--- src/rtl/mod_unit_arbiter.sv ---
// Round-robin arbiter that feeds one requester at a time into a set of
// modular arithmetic units, with a finish timeout and a held response phase.
module mod_unit_arbiter #(
    parameter int NUM_REQ = 4,
    parameter int TIMEOUT = 1023
) (
    input  logic                   clk_i,
    input  logic                   rst_ni,
    input  logic [NUM_REQ-1:0]     req_valid_i,
    output logic [NUM_REQ-1:0]     req_ready_o,
    input  logic [2*NUM_REQ-1:0]   req_op_i,
    input  logic [64*NUM_REQ-1:0]  req_a_i,
    input  logic [64*NUM_REQ-1:0]  req_b_i,
    output logic [NUM_REQ-1:0]     resp_valid_o,
    input  logic [NUM_REQ-1:0]     resp_ready_i,
    output logic [63:0]            resp_data_o,
    output logic                   resp_err_o,
    output logic                   add_start_o,
    output logic                   sub_start_o,
    output logic                   mul_start_o,
    output logic                   inv_start_o,
    output logic [63:0]            a_o,
    output logic [63:0]            b_o,
    input  logic                   add_finish_i,
    input  logic                   sub_finish_i,
    input  logic                   mul_finish_i,
    input  logic                   inv_finish_i,
    input  logic [63:0]            add_result_i,
    input  logic [63:0]            sub_result_i,
    input  logic [63:0]            mul_result_i,
    input  logic [63:0]            inv_result_i
);

    localparam int IW = $clog2(NUM_REQ);
    localparam int CW = $clog2(TIMEOUT + 1);
    localparam logic [CW-1:0] CNT_LAST = CW'(TIMEOUT - 1);
    localparam logic [IW-1:0] LAST_RST = IW'(NUM_REQ - 1);
    localparam logic [1:0]    OP_ADD   = 2'b00;
    localparam logic [1:0]    OP_SUB   = 2'b01;
    localparam logic [1:0]    OP_MUL   = 2'b10;
    localparam logic [1:0]    OP_INV   = 2'b11;

    typedef enum logic [1:0] {
        ST_IDLE = 2'd0,
        ST_BUSY = 2'd1,
        ST_RESP = 2'd2
    } state_e;

    function automatic logic [3:0] op_onehot(input logic [1:0] op);
        logic [3:0] oh;
        case (op)
            OP_ADD:  oh = 4'b0001;
            OP_SUB:  oh = 4'b0010;
            OP_MUL:  oh = 4'b0100;
            OP_INV:  oh = 4'b1000;
            default: oh = 4'b0000;
        endcase
        return oh;
    endfunction

    state_e               state_r;
    state_e               state_s;
    logic [IW-1:0]        last_grant_r;
    logic [IW-1:0]        gnt_r;
    logic [1:0]           op_r;
    logic [63:0]          a_r;
    logic [63:0]          b_r;
    logic [63:0]          data_r;
    logic                 err_r;
    logic [CW-1:0]        cnt_r;
    logic [CW-1:0]        cnt_s;
    logic [3:0]           start_r;
    logic [NUM_REQ-1:0]   resp_valid_r;

    logic [IW:0]          idx_s;
    logic [IW-1:0]        grant_idx_s;
    logic                 grant_vld_s;
    logic [1:0]           op_in_s;
    logic [63:0]          a_in_s;
    logic [63:0]          b_in_s;
    logic [1:0]           op_nx_s;
    logic                 fin_sel_s;
    logic [63:0]          res_sel_s;
    logic                 load_s;
    logic                 done_s;
    logic                 tmo_s;
    logic                 ack_s;

    // Circular first-set search starting just after the last served requester.
    always_comb begin
        grant_vld_s = 1'b0;
        grant_idx_s = '0;
        idx_s       = '0;
        for (int k = 0; k < NUM_REQ; k++) begin
            idx_s = {1'b0, last_grant_r} + (IW+1)'(k + 1);
            if (idx_s >= (IW+1)'(NUM_REQ)) begin
                idx_s = idx_s - (IW+1)'(NUM_REQ);
            end else begin
                idx_s = idx_s;
            end
            if (!grant_vld_s && req_valid_i[idx_s[IW-1:0]]) begin
                grant_vld_s = 1'b1;
                grant_idx_s = idx_s[IW-1:0];
            end else begin
                grant_vld_s = grant_vld_s;
            end
        end
    end

    // Select the granted requester's op and operands.
    always_comb begin
        op_in_s = 2'b00;
        a_in_s  = 64'd0;
        b_in_s  = 64'd0;
        for (int i = 0; i < NUM_REQ; i++) begin
            if (grant_idx_s == IW'(i)) begin
                op_in_s = req_op_i[2*i +: 2];
                a_in_s  = req_a_i[64*i +: 64];
                b_in_s  = req_b_i[64*i +: 64];
            end else begin
                op_in_s = op_in_s;
            end
        end
    end

    // Only the unit matching the latched op may complete the operation.
    always_comb begin
        case (op_r)
            OP_ADD: begin
                fin_sel_s = add_finish_i;
                res_sel_s = add_result_i;
            end
            OP_SUB: begin
                fin_sel_s = sub_finish_i;
                res_sel_s = sub_result_i;
            end
            OP_MUL: begin
                fin_sel_s = mul_finish_i;
                res_sel_s = mul_result_i;
            end
            OP_INV: begin
                fin_sel_s = inv_finish_i;
                res_sel_s = inv_result_i;
            end
            default: begin
                fin_sel_s = 1'b0;
                res_sel_s = 64'd0;
            end
        endcase
    end

    // Grant acknowledge is combinational and only offered while idle.
    always_comb begin
        if (rst_ni && (state_r == ST_IDLE) && grant_vld_s) begin
            req_ready_o = NUM_REQ'(1) << grant_idx_s;
        end else begin
            req_ready_o = '0;
        end
    end

    // Next-state and event decode; a finish beats the timeout in the same cycle.
    always_comb begin
        state_s = state_r;
        cnt_s   = cnt_r;
        load_s  = 1'b0;
        done_s  = 1'b0;
        tmo_s   = 1'b0;
        ack_s   = 1'b0;
        case (state_r)
            ST_IDLE: begin
                if (grant_vld_s) begin
                    state_s = ST_BUSY;
                    load_s  = 1'b1;
                    cnt_s   = '0;
                end else begin
                    state_s = ST_IDLE;
                end
            end
            ST_BUSY: begin
                if (fin_sel_s) begin
                    state_s = ST_RESP;
                    done_s  = 1'b1;
                end else if (cnt_r >= CNT_LAST) begin
                    state_s = ST_RESP;
                    tmo_s   = 1'b1;
                end else begin
                    cnt_s   = cnt_r + CW'(1);
                end
            end
            ST_RESP: begin
                if (resp_ready_i[gnt_r]) begin
                    state_s = ST_IDLE;
                    ack_s   = 1'b1;
                end else begin
                    state_s = ST_RESP;
                end
            end
            default: begin
                state_s = ST_IDLE;
            end
        endcase
    end

    assign op_nx_s = load_s ? op_in_s : op_r;

    // State register.
    always_ff @(posedge clk_i or negedge rst_ni) begin
        if (!rst_ni) begin
            state_r <= ST_IDLE;
        end else begin
            state_r <= state_s;
        end
    end

    // Operation context, result capture and round-robin pointer.
    always_ff @(posedge clk_i or negedge rst_ni) begin
        if (!rst_ni) begin
            cnt_r        <= '0;
            op_r         <= 2'b00;
            a_r          <= 64'd0;
            b_r          <= 64'd0;
            gnt_r        <= '0;
            data_r       <= 64'd0;
            err_r        <= 1'b0;
            last_grant_r <= LAST_RST;
        end else begin
            cnt_r <= cnt_s;
            if (load_s) begin
                op_r  <= op_in_s;
                a_r   <= a_in_s;
                b_r   <= (op_in_s == OP_INV) ? 64'd0 : b_in_s;
                gnt_r <= grant_idx_s;
            end
            if (done_s) begin
                data_r <= res_sel_s;
                err_r  <= 1'b0;
            end else if (tmo_s) begin
                data_r <= 64'd0;
                err_r  <= 1'b1;
            end
            if (ack_s) begin
                last_grant_r <= gnt_r;
            end
        end
    end

    // Unit starts and response valids are registered from the next state.
    always_ff @(posedge clk_i or negedge rst_ni) begin
        if (!rst_ni) begin
            start_r      <= 4'b0000;
            resp_valid_r <= '0;
        end else begin
            start_r      <= (state_s == ST_BUSY) ? op_onehot(op_nx_s) : 4'b0000;
            resp_valid_r <= (state_s == ST_RESP) ? (NUM_REQ'(1) << gnt_r) : '0;
        end
    end

    assign add_start_o  = start_r[0];
    assign sub_start_o  = start_r[1];
    assign mul_start_o  = start_r[2];
    assign inv_start_o  = start_r[3];
    assign a_o          = a_r;
    assign b_o          = b_r;
    assign resp_valid_o = resp_valid_r;
    assign resp_data_o  = data_r;
    assign resp_err_o   = err_r;

endmodule

--- config.mk ---
export PLATFORM = sky130hd
export DESIGN_NAME = mod_unit_arbiter
export DESIGN_NICKNAME = d
export VERILOG_FILES = /design/src/rtl/mod_unit_arbiter.sv
export SDC_FILE = /design/constraint.sdc
export NUM_CORES = 1
export LEC_CHECK = 0
export CAP_MARGIN = 25
export CORE_AREA = 2 2 388 390
export CTS_BUF_LIST = sky130_fd_sc_hd__clkbuf_4
export DETAILED_ROUTE_END_ITERATION = 8
export DIE_AREA = 0 0 390 392
export GPL_TIMING_DRIVEN = 1
export HOLD_SLACK_MARGIN = 0.15
export PLACE_DENSITY = 0.32
export SETUP_SLACK_MARGIN = 0.02
export SYNTH_ARGS = -nofsm -noshare
export SYNTH_HDL_FRONTEND = slang
export SYNTH_SLANG_ARGS = --single-unit
--- constraint.sdc ---
create_clock -name clk_i -period 2.74 [get_ports clk_i]
set_input_delay 0.685 -clock clk_i [delete_from_list [all_inputs] [get_ports clk_i]]
set_output_delay 0.685 -clock clk_i [all_outputs]
set_load 0.03 [all_outputs]
---- Yosys cells after proc, flatten, opt, wreduce, memory -nomap -nowiden ----
Cells that the tools add are included.
operators by class
  $lt $le $gt $ge ......................... 10
  shift operators ......................... 2
  multiplexer cells ....................... 64
  reductions and logical operators ........ 15
  $add $sub $neg .......................... 9
  eq/ne operators ......................... 17
operators with widths
  cell                                                        count
  two-way mux 64 bit                                          11
  case mux 64 bit (4 select lines)                            1
  two-way mux 2 bit                                           16
  two-way mux 10 bit                                          3
  two-way mux 1 bit                                           21
  case mux 10 bit (2 select lines)                            1
  == test 2 bit (second input constant)                       9
  case mux 4 bit (4 select lines)                             1
  < comparator 2 x 3 -> 1 bit (second input constant)         5
  greater-or-equal comparator 3 bit (second input constant)   4
  two-way mux 4 bit                                           3
  adder 10 x 1 -> 10 bit (second input constant)              1
  binary-select mux 1 bit (select 2 bit)                      5
  == test 2 x 1 -> 1 bit (second input constant)              5
  greater-or-equal comparator 10 bit (second input constant)  1
  zero test 2 bit                                             4
  << shifter 1 x 2 -> 4 bit (first input constant)            2
  subtractor 2 x 1 -> 2 bit (second input constant)           4
  adder 2 x 2 -> 3 bit (second input constant)                2
  inequality test 2 bit (second input constant)               3
  case mux 2 bit (3 select lines)                             1
  logical AND 1 bit                                           5
  case mux 1 bit (4 select lines)                             1
  AND reduction 4 bit                                         1
  4 further kinds                                             7
word-level totals
  word-level logic and storage cells ...... 128
  flip-flop bits (word level) ............. 219

---- Longest topological paths before layout ----
Gate-level depths: netlist of run 1.
  word-level depth ........................ 24
  depth in mapped cells ................... 10
  mapped depth without buffers ............ 9

---- Worst setup path after synthesis of run 1 ----
OpenSTA, ideal clock, no wires.
  kind .................................... input to output
  from .................................... in req_valid_i[1]
  to ...................................... out req_ready_o[3]
  arrival ................................. 2.284 ns
  setup slack ............................. -0.229 ns
  stages on the path ...................... 8
  cell sequence ........................... and3_1 > a31oi_1 > and2_1 > buf_2 > buf_2 > clkbuf_1 > nand3_1 > nor2b_1
on the way
  longest elaborated chain between the ends .. 14
  elaborated cells between the ends (all ways) .. 25
RTL lines
  item                                                            RTL line  source
  start, declared                                                 9         input logic [NUM_REQ-1:0] req_valid_i,
  binary-select mux 1 bit (select 2 bit)                          101       if (!grant_vld_s && req_valid_i[idx_s[IW-1:0]]) begin
  two-way mux 1 bit (implied by the code)                         101
  two-way mux 1 bit                                               101
  zero test 1 bit                                                 101
  logical AND 1 bit                                               101
  two-way mux 1 bit                                               101
  zero test 1 bit                                                 101
  logical AND 1 bit                                               101
  two-way mux 1 bit                                               101
  zero test 1 bit                                                 101
  logical AND 1 bit                                               101
  two-way mux 2 bit or two-way mux 1 bit (tied branches)          101
  << shifter 1 x 2 -> 4 bit or logical AND 1 bit (tied branches)  155, 154
  two-way mux 4 bit (*)                                           154       if (rst_ni && (state_r == ST_IDLE) && grant_vld_s) begin
  end, declared                                                   10        output logic [NUM_REQ-1:0] req_ready_o,
Every way passes the cells marked *; elsewhere a longest branch is shown, timed or not. The select of a mux whose other input is x is not followed.

---- Worst setup path after layout of run 1 ----
  from .................................... reg last_grant_r[1]
  to ...................................... out req_ready_o[2]
on the way
  longest elaborated chain between the ends .. 17
  elaborated cells between the ends (all ways) .. 41
RTL lines
  item                                                                            RTL line  source
  start, declared                                                                 63        logic [IW-1:0] last_grant_r;
  start signal, assigned                                                          242       last_grant_r <= gnt_r;
  adder 2 x 1 -> 3 bit                                                            95        idx_s = {1'b0, last_grant_r} + (IW+1)'(k + 1);
  greater-or-equal comparator 3 bit or subtractor 2 x 1 -> 2 bit (tied branches)  96, 97
  two-way mux 2 bit                                                               96        if (idx_s >= (IW+1)'(NUM_REQ)) begin
  binary-select mux 1 bit (select 2 bit)                                          101
  two-way mux 1 bit (implied by the code)                                         101
  two-way mux 1 bit                                                               101
  zero test 1 bit                                                                 101
  logical AND 1 bit                                                               101
  two-way mux 1 bit                                                               101
  zero test 1 bit                                                                 101
  logical AND 1 bit                                                               101
  two-way mux 1 bit                                                               101
  zero test 1 bit                                                                 101
  logical AND 1 bit                                                               101
  two-way mux 2 bit or two-way mux 1 bit (tied branches)                          101
  << shifter 1 x 2 -> 4 bit or logical AND 1 bit (tied branches)                  155, 154
  two-way mux 4 bit (*)                                                           154
Marks and branches as above.

==> flow_summary.toml, run 1 <==
[worst_setup_path]
critPathMaxFanout = 5
worstPathArrival_ns = 2.47
cp_data_required_time_ns = 2.06
crit_type = "reg2out"
path_buf_inv = 2
cp-start-kind = "flip-flop"
cpPeakStageDelay_ns = 0.58
rrSetupSlack_ns = 0.06
critical_path.slowest_cell = "dfstp_2"
endpoint_kind = "output port"
path_delay_family = "flip-flops"
crit_chain = "nand2_1 -> a31oi_4 -> and2_4 -> nand3_2 -> buf_6 -> nor2_4 -> buf_12"

[timing]
min_period_ns = 3.15
slew_violations = 0
rsz0062_at_grt = "true"
worstMarginPinSlew_ns = 0.748
finalCritPeriodShare_pct = 115
slew_headroom_pct = 50.2
clock_skew_ns = 0.0534
hold_viol_final = 0
setup_viol = 4
layout_setup_ws_ns = -0.412
fmaxAchievable_ghz = 0.317
whs_ns = 0.409

[global_route]
grt_max_degree = 96
grtUsageTotal_pct = 13.8
grt-ovfl-total = 0
antenna_found_initial = 60
grt_pass1_vias = 18200
grt_pass1_wl_um = 147000

[cells_and_area]
instances_no_fill = 4826
drive_gt1_share_pct = 15.0
nets = 3607
area_growth_syn_to_layout_pct = 109

[pwr]
power-per-cell-area_mw_per_mm2 = 1010
p_leak_uw = 0.0118
peakVddDrop_uv = 392
power_uw = 28800

[synthesis]
synth_cell_type_count = 45
avgSynthCellArea_um2 = 8.00
synth_seq_area_share_pct = 40.2
synth_area_leaders = "dfrtp_1, nand2_1, mux4_2, nor2_1, o21ai_0"
netlist_area_mm2 = 0.0136
synth_nets = 2496
synth_seq_cells = 219
yosysMostFrequentCell = "nand2_1"
synth_top_area_share_pct = 39.8
yosysWarnings = 0
yosysTopAreaCell = "dfrtp_1"
synthTopCellsByCount = "nand2_1, dfrtp_1, nor2_1"
synthCells = 1704
synth-main-ff-cell = "dfrtp_1"
synth-async-reset-ratio_pct = 100
synth_edf_count = 0

[routing]
first_pass_iters = 5
drt_wl_total_um = 112000
drtIter0Drc = 713
ant_nets = 0
drc = 0
vias = 17400
routedWlPerCell_um = 23.1
vias_per_cell = 3.60

[clock_network]
clkSinkCount = 219
clock_latency_ns = 0.94
clk_pin_slew_ns = 0.06
cts_htree_levels = 3
cts_root_buffer = "clkbuf_4"
clock_path_buffers = 3
cts_tree = "done"
cts_buffers = 83

[floorplan]
core-area_mm2 = 0.149
die_x_um = 390
dieArea_mm2 = 0.153
pin_count = 995
row_count = 142
start_util_pct = 9.16
dieHeight_um = 392

[place]
dp_hpwl_um = 90800
post-place-cells = 4653
place.gp.congestion = 0.835
port-buffer-count = 994

[run_status]
violations = "setup timing"
status = "finished with violations"

[job]
drv_cap = 0

[worst_hold_path]
hold_class = "in2reg"
==> final cells by class <==
type                    count  area [um2]
fillers                 16700      120000
repair buffers           1179       11800
multi-input cells        1328        7660
flip-flops and latches    219        5490
well taps                1944        2430
clock buffers             121         908
clock inverters            27         165
inverters                   4        15.0
diodes                      4        10.0
==> power by group <==
group          switching [uW]  internal (uW)  total [uW]
logic                   11200           7710       18900
registers                 882           4800        5680
clock network            1990           2200        4180
==> cells in the final DEF (no fill, tap or decap), types with 3 or more instances in the layout <==
master	n
buf_12	42
clkdlybuf4s15_2	11
nand2b_1	4
clkinv_1	20
mux4_2	66
nand3_2	3
clkbuf_4	121
clkbuf_16	5
diode_2	4
clkdlybuf4s15_1	4
a32oi_2	3
and3_1	3
a22o_1	65
nor2b_4	3
o21ai_1	67
inv_1	4
a21oi_1	69
clkdlybuf4s50_1	788
dlygate4sd2_1	180
a32oi_1	63
buf_6	8
o21ai_0	134
clkinvlp_4	3
nand2_1	532
nor2_1	202
nand3_1	70
or3_1	4
dfrtp_1	215
buf_4	137
==> worst paths after layout <==
| check | startpoint | to | cells after the start |
|---|---|---|---|
| max | last_grant_r[1] | req_ready_o[2] | 7 |
| max in group asynchronous | rst_ni | b_o[63] | 4 |
| max reg2reg | last_grant_r[1] | b_o[56] | 15 |
| min in group asynchronous | rst_ni | resp_data_o[58] | 3 |
| min | req_b_i[10] | b_o[10] | 5 |
| min reg2reg | a_o[36] | a_o[36] | 2 |
==> sequential cells by signal, indices dropped and copies added (netlist names) <==
| name | count |
|---|---|
| resp_err_o | 1 |
| op_r | 2 |
| cnt_r | 10 |
| b_o | 64 |
| resp_valid_o | 4 |
| a_o | 64 |
| last_grant_r | 2 |
| start_r | 4 |
| resp_data_o | 64 |
| state_r | 2 |
| gnt_r | 2 |
==> what timing repair did <==
action / CTS / global route
buffers inserted: 9 / 8
setup endpoints to repair: 199 / 67
resized for setup: 230 / 14
hold buffers: 1 / 0
pin swaps: 5 / 5
gates cloned: 0 / 5
hold endpoints to repair: 177 / 0
==> stage by stage <==
step / utilization [%] / instance area (um2) / TNS (ns) / setup WS [ns]
after floorplan: - / 13700 / 0 / 0.0328
after global placement: 18.3 / 27200 / -33.69 / -0.478
after detailed placement: 18.3 / 27200 / -32.44 / -0.453
after CTS: 18.9 / 28200 / -2.36 / -0.628
after global routing: 19.1 / 28500 / -4.88 / -0.663
final: 19.1 / 28500 / -1.52 / -0.412
==> per-layer routing <==
metal  wire length (um)  up-vias  global-route usage, %
met4               2650       34                   3.85
met5                218        -                      0
met1              43400     8129                   15.4
li1                   -     8223                      -
met2              55700      754                   24.5
met3               9590      210                   5.09
==> worst register-to-register path: cells and delay by family (launching register included) <==
family | cells | cell delay, ns
simple gates | 2 | 0.35
buf+inv | 8 | 1.09
flops | 1 | 0.58
compound gates | 5 | 0.56
==> cell families after synthesis <==
group	share of synthesized area, %
and+or+nand+nor	24.5
buffers and inverters	4.63
adders and majority gates	0.184
DFF	40.2
xor gates and xnor gates	0.193
muxes	11.1
AOI/OAI and AO/OA	19.1
Note: power is estimated with default switching activity, not from simulation.
==> run 2: changes to the inputs <==
--- a/config.mk
+++ b/config.mk
@@ -13,7 +13,7 @@
 export GPL_TIMING_DRIVEN = 1
 export HOLD_SLACK_MARGIN = 0.15
 export PLACE_DENSITY = 0.32
-export SETUP_SLACK_MARGIN = 0.02
+export SETUP_SLACK_MARGIN = 0.15
 export SYNTH_ARGS = -nofsm -noshare
 export SYNTH_HDL_FRONTEND = slang
 export SYNTH_SLANG_ARGS = --single-unit
==> flow_summary.toml, run 2 (synthesis results as in run 1) <==
[global_route]
grt-ovfl-total = 0
grt_pass1_wl_um = 149000
grt_pass1_vias = 18400
antenna_found_initial = 56
grtUsageTotal_pct = 14.1
grt_max_degree = 86

[timing]
min_period_ns = 3.05
whs_ns = 0.381
hold_viol_final = 0
fmaxAchievable_ghz = 0.328
worstMarginPinSlew_ns = 0.741
rsz0062_at_grt = "true"
finalCritPeriodShare_pct = 111
slew_headroom_pct = 50.6
clock_skew_ns = 0.0540
layout_setup_ws_ns = -0.308
slew_violations = 0
setup_viol = 4

[clock_network]
clock_latency_ns = 0.92
cts_root_buffer = "clkbuf_4"
clock_path_buffers = 3
clk_pin_slew_ns = 0.06
cts_htree_levels = 3
clkSinkCount = 219
cts_buffers = 79
cts_tree = "done"

[pwr]
power-per-cell-area_mw_per_mm2 = 1010
p_leak_uw = 0.0116
peakVddDrop_uv = 466

[worst_setup_path]
worstPathArrival_ns = 2.36
r2r_end = "b_o[35]"
endpoint_kind = "output port"
crit_start = "last_grant_r[1]"
endpoint = "req_ready_o[1]"
critPathMaxFanout = 7
rr_worst_depth = 12
crit_type = "reg2out"
cp-start-kind = "flip-flop"
cp_data_required_time_ns = 2.06
rrSetupSlack_ns = 0.28
r2r_start = "last_grant_r[1]"

[routing]
vias = 17200
drt_wl_total_um = 113000
wl_met1_um = 43500
ant_nets = 0
drc = 0
drtIter0Drc = 705
top_layer = "met5"
route.met2.wl_um = 55200
route.met3.wl_um = 10400
routedWlPerCell_um = 23.4
vias_per_cell = 3.57
first_pass_iters = 5

[worst_hold_path]
holdPathStages = 5
hold_class = "in2reg"
hold_start = "req_b_i[50]"

[cells_and_area]
layout_commonest_cell = "clkdlybuf4s50_1"
n_fill_cell = 16800
layout_common_cells = "clkdlybuf4s50_1, nand2_1, dfrtp_1, nor2_1, buf_4"
drive_gt1_share_pct = 16.9
area_growth_syn_to_layout_pct = 109
finalInstanceArea_mm2 = 0.0285
nets = 3594

[place]
place.gp.congestion = 0.856
place_area_mm2 = 0.0272
dp_hpwl_um = 93000
port-buffer-count = 994

[run_status]
violations = "setup timing"
status = "finished with violations"

[floorplan]
dieArea_mm2 = 0.153
die_x_um = 390
dieHeight_um = 392
start_util_pct = 9.16
row_count = 142
pin_count = 995
core-area_mm2 = 0.149

[job]
drv_cap = 0
==> run 2: cell count changes in the layout (fill, tap and decap cells not counted), moves of 5 or more <==
| cell | change |
|---|---|
| clkdlybuf4s15_2 | +46 |
| buf_2 | +5 |
| clkinv_1 | -9 |
| buf_12 | -6 |
| diode_2 | +13 |
| clkdlybuf4s15_1 | +41 |
| dlygate4sd2_1 | -90 |
==> run 2: worst min-delay path by stage <==
stage | endpoint | slack (ns)
floorplan | a_o[0] | 0.39
global placement | a_o[40] | 0.46
detailed placement | a_o[49] | 0.47
CTS | b_o[50] | 0.21
global route | b_o[46] | 0.30
finish | b_o[50] | 0.38
==> run 2: timing repair <==
| action | CTS | global route |
|---|---|---|
| hold endpoints to repair | 199 | 0 |
| hold buffers | 2 | 0 |
| gates resized for setup | 391 | 22 |
| buffers inserted | 6 | 8 |
| pin swaps | 5 | 9 |
| gates cloned | 0 | 2 |
| setup endpoints to repair | 201 | 67 |
==> run 2: layout make-up <==
class	instances	area [um2]	area share [%]
repair buffers	1170	11800	41.2
flip-flops and latches	219	5490	19.2
multi-input cells	1328	7740	27.1
inverters	4	15.0	0.0526
clock inverters	19	144	0.504
clock buffers	121	908	3.18
well taps	1944	2430	8.52
diodes	17	42.5	0.149
==> run 2: report_power, final <==
part           switching (uW)  leakage [uW]  total (uW)  internal, uW
clock                    1930      0.000619        4110          2190
sequential                984       0.00273        5780          4800
combinational           11200       0.00824       18800          7610
total                   14100        0.0116       28700         14600
==> run 2: through the flow <==
| step | cells | total power, uW | setup slack, ns | utilization [%] | setup TNS [ns] |
|---|---|---|---|---|---|
| 2_1_floorplan | 1704 | 15300 | 0.157 | - | 0 |
| 3_3_place_gp | 4647 | 25600 | -0.357 | 18.2 | -29.73 |
| 3_5_place_dp | 4647 | 25500 | -0.382 | 18.2 | -32.85 |
| 4_1_cts | 4795 | 29300 | -0.518 | 19.0 | -2.04 |
| 5_1_grt | 4816 | 31000 | -0.505 | 19.2 | -2.01 |
| 6_report | 4822 | 28700 | -0.308 | 19.2 | -1.19 |
==> run 2: layer usage <==
| metal | track usage [%] | vias to the layer above |
|---|---|---|
| met3 | 5.49 | 194 |
| met2 | 24.1 | 760 |
| met4 | 5.51 | 36 |
| met1 | 15.7 | 8029 |
| met5 | 0 | - |
| li1 | - | 8207 |
==> run 2: critical path, cell delays in order, from the launching register on <==
cell and delay, ns:
dfstp_2 0.60, mux2i_1 0.20, o22a_1 0.18, o21ai_4 0.08, buf_12 0.14, nor2b_4 0.12, buf_6 0.13
==> run 3: changes to the inputs <==
==> constraint.sdc (replaced) <==
create_clock -name clk_i -period 3.1 [get_ports clk_i]
set_input_delay 0.775 -clock clk_i [delete_from_list [all_inputs] [get_ports clk_i]]
set_output_delay 0.775 -clock clk_i [all_outputs]
set_load 0.03 [all_outputs]
==> flow_summary.toml, run 3 (synthesis results as in run 1) <==
[run_status]
status = "finished with violations"
violations = "setup timing"

[routing]
first_pass_iters = 5
routedWlPerCell_um = 23.0
drtIter0Drc = 743
vias_per_cell = 3.59
ant_nets = 0
drc = 0
drt_wl_total_um = 109000
vias = 17100

[global_route]
grtUsageTotal_pct = 13.8
grt-ovfl-total = 0
grt_pass1_vias = 18000
grt_max_degree = 105
grt_pass1_wl_um = 146000
antenna_found_initial = 56

[pwr]
p_leak_uw = 0.0113
pwr-share-comb_pct = 64.5
clockPowerShare_pct = 15.0
switchingPower_uw = 12200
p_seq_share_pct = 20.5
peakVddDrop_uv = 447
power-per-cell-area_mw_per_mm2 = 889
p_int_uw = 12500
power_uw = 24700
p_sw_share_pct = 49.4

[timing]
hold_viol_final = 0
clock_skew_ns = 0.109
slew_violations = 0
fmaxAchievable_ghz = 0.300
layout_setup_ws_ns = -0.229
worstMarginPinSlew_ns = 0.825
rsz0062_at_grt = "true"
finalCritPeriodShare_pct = 107
setup_viol = 4
min_period_ns = 3.33
slew_headroom_pct = 45.0

[cells_and_area]
instances_no_fill = 4768
layout_commonest_cell = "clkdlybuf4s50_1"
drive_gt1_share_pct = 12.6
nets = 3543
area_growth_syn_to_layout_pct = 104
layout_common_cells = "clkdlybuf4s50_1, nand2_1, dfrtp_1, nor2_1, o21ai_0"
n_fill_cell = 16800

[clock_network]
clkSinkCount = 219
cts_tree = "done"
cts_root_buffer = "clkbuf_4"
clk_pin_slew_ns = 0.07
cts_buffers = 78
cts_htree_levels = 3
clock_latency_ns = 0.94
clock_path_buffers = 3

[job]
drv_cap = 0

[worst_setup_path]
crit_chain = "clkdlybuf4s50_1 -> buf_4 -> nor4_1 -> buf_4 -> nor3_2 -> nand3_4 -> buf_6 -> nor2_4 -> buf_6"
cp-start-kind = "input port"
crit_type = "in2out"
critPathMaxFanout = 4
cpPeakStageDelay_ns = 0.54
cp_data_required_time_ns = 2.32
endpoint_kind = "output port"
worstPathArrival_ns = 2.55
critical_path.slowest_cell = "clkdlybuf4s50_1"

[floorplan]
pin_count = 995
dieArea_mm2 = 0.153
die_x_um = 390
dieHeight_um = 392
start_util_pct = 9.16
core-area_mm2 = 0.149
row_count = 142

[place]
post-place-cells = 4606
place.gp.congestion = 0.801
port-buffer-count = 994
dp_hpwl_um = 89900

[worst_hold_path]
hold_class = "in2async"
[run 3: cell types whose count changed in the layout (fill, tap and decap cells not counted), moves of 5 or more]
| cell | previous run | this run |
|---|---|---|
| a32oi_1 | 59 | 66 |
| a32oi_2 | 7 | 0 |
| buf_2 | 5 | 0 |
| buf_4 | 134 | 96 |
| clkbuf_4 | 121 | 116 |
| clkdlybuf4s15_1 | 45 | 0 |
| clkdlybuf4s15_2 | 57 | 1 |
| clkdlybuf4s50_1 | 788 | 847 |
| dlygate4sd2_1 | 90 | 135 |
[run 3: power groups by stage]
stage | sequential [uW] | combinational, uW | clock (uW)
after global placement | 5160 | 17000 | 0
after detailed placement | 5180 | 16900 | 0
after floorplan | 7370 | 6140 | 0
after CTS | 5120 | 16500 | 4000
after global routing | 5260 | 17400 | 4110
final | 5070 | 16000 | 3710
[run 3: final timing paths]
path,startpoint,endpoint,cells past startpoint,slack [ns]
worst min register to register,a_o[23],a_o[23],2,0.47
worst max register to register,last_grant_r[1],b_o[6],12,0.33
min in group clk_i,a_o[23],a_o[23],2,0.47
max in group asynchronous,rst_ni,b_o[14],4,1.54
worst min-delay path,rst_ni,state_r[0],3,0.43
worst max-delay path,req_valid_i[3],req_ready_o[2],9,-0.23
[run 3: stage by stage]
step | cell area (um2) | setup slack, ns | TNS [ns] | hold slack (ns) | util, %
after detailed placement | 26700 | -0.235 | -7.35 | 0.469 | 18.0
after global routing | 27800 | -0.404 | -1.46 | 0.286 | 18.7
final | 27800 | -0.229 | -0.703 | 0.428 | 18.7
after floorplan | 13700 | 0.127 | 0 | 0.443 | -
after CTS | 27800 | -0.372 | -1.35 | 0.233 | 18.6
after global placement | 26700 | -0.247 | -8.51 | 0.464 | 18.0
[run 3: timing repair]
item	CTS	global route
setup endpoints to repair	140	4
hold buffers	2	0
gates resized for setup	151	0
endpoints found under the hold margin	183	0
setup buffers	4	3
pin swaps	5	0
[run 3: area by class of cell]
type / count / area [um2] / area share, %
timing repair buffer: 1120 / 11200 / 40.1
multi-input combinational: 1328 / 7630 / 27.4
sequential: 219 / 5490 / 19.7
tap: 1944 / 2430 / 8.74
clock buffer: 116 / 871 / 3.13
clock inverter: 17 / 179 / 0.643
antenna: 20 / 50.0 / 0.180
inverter: 4 / 15.0 / 0.0540
[run 3: layer usage]
layer  vias to the layer above  wire length, um  GRT usage, %
li1                       8107                -             -
met1                      8055            41700          15.0
met2                       730            53700          23.5
met3                       190             9580          5.27
met4                        24             3970          6.42
met5                         -              463          1.50
[run 3: critical path: cells and delay by family]
| family | cells | cell delay, ns |
|---|---|---|
| buf+inv | 5 | 1.13 |
| simple gates | 4 | 0.66 |
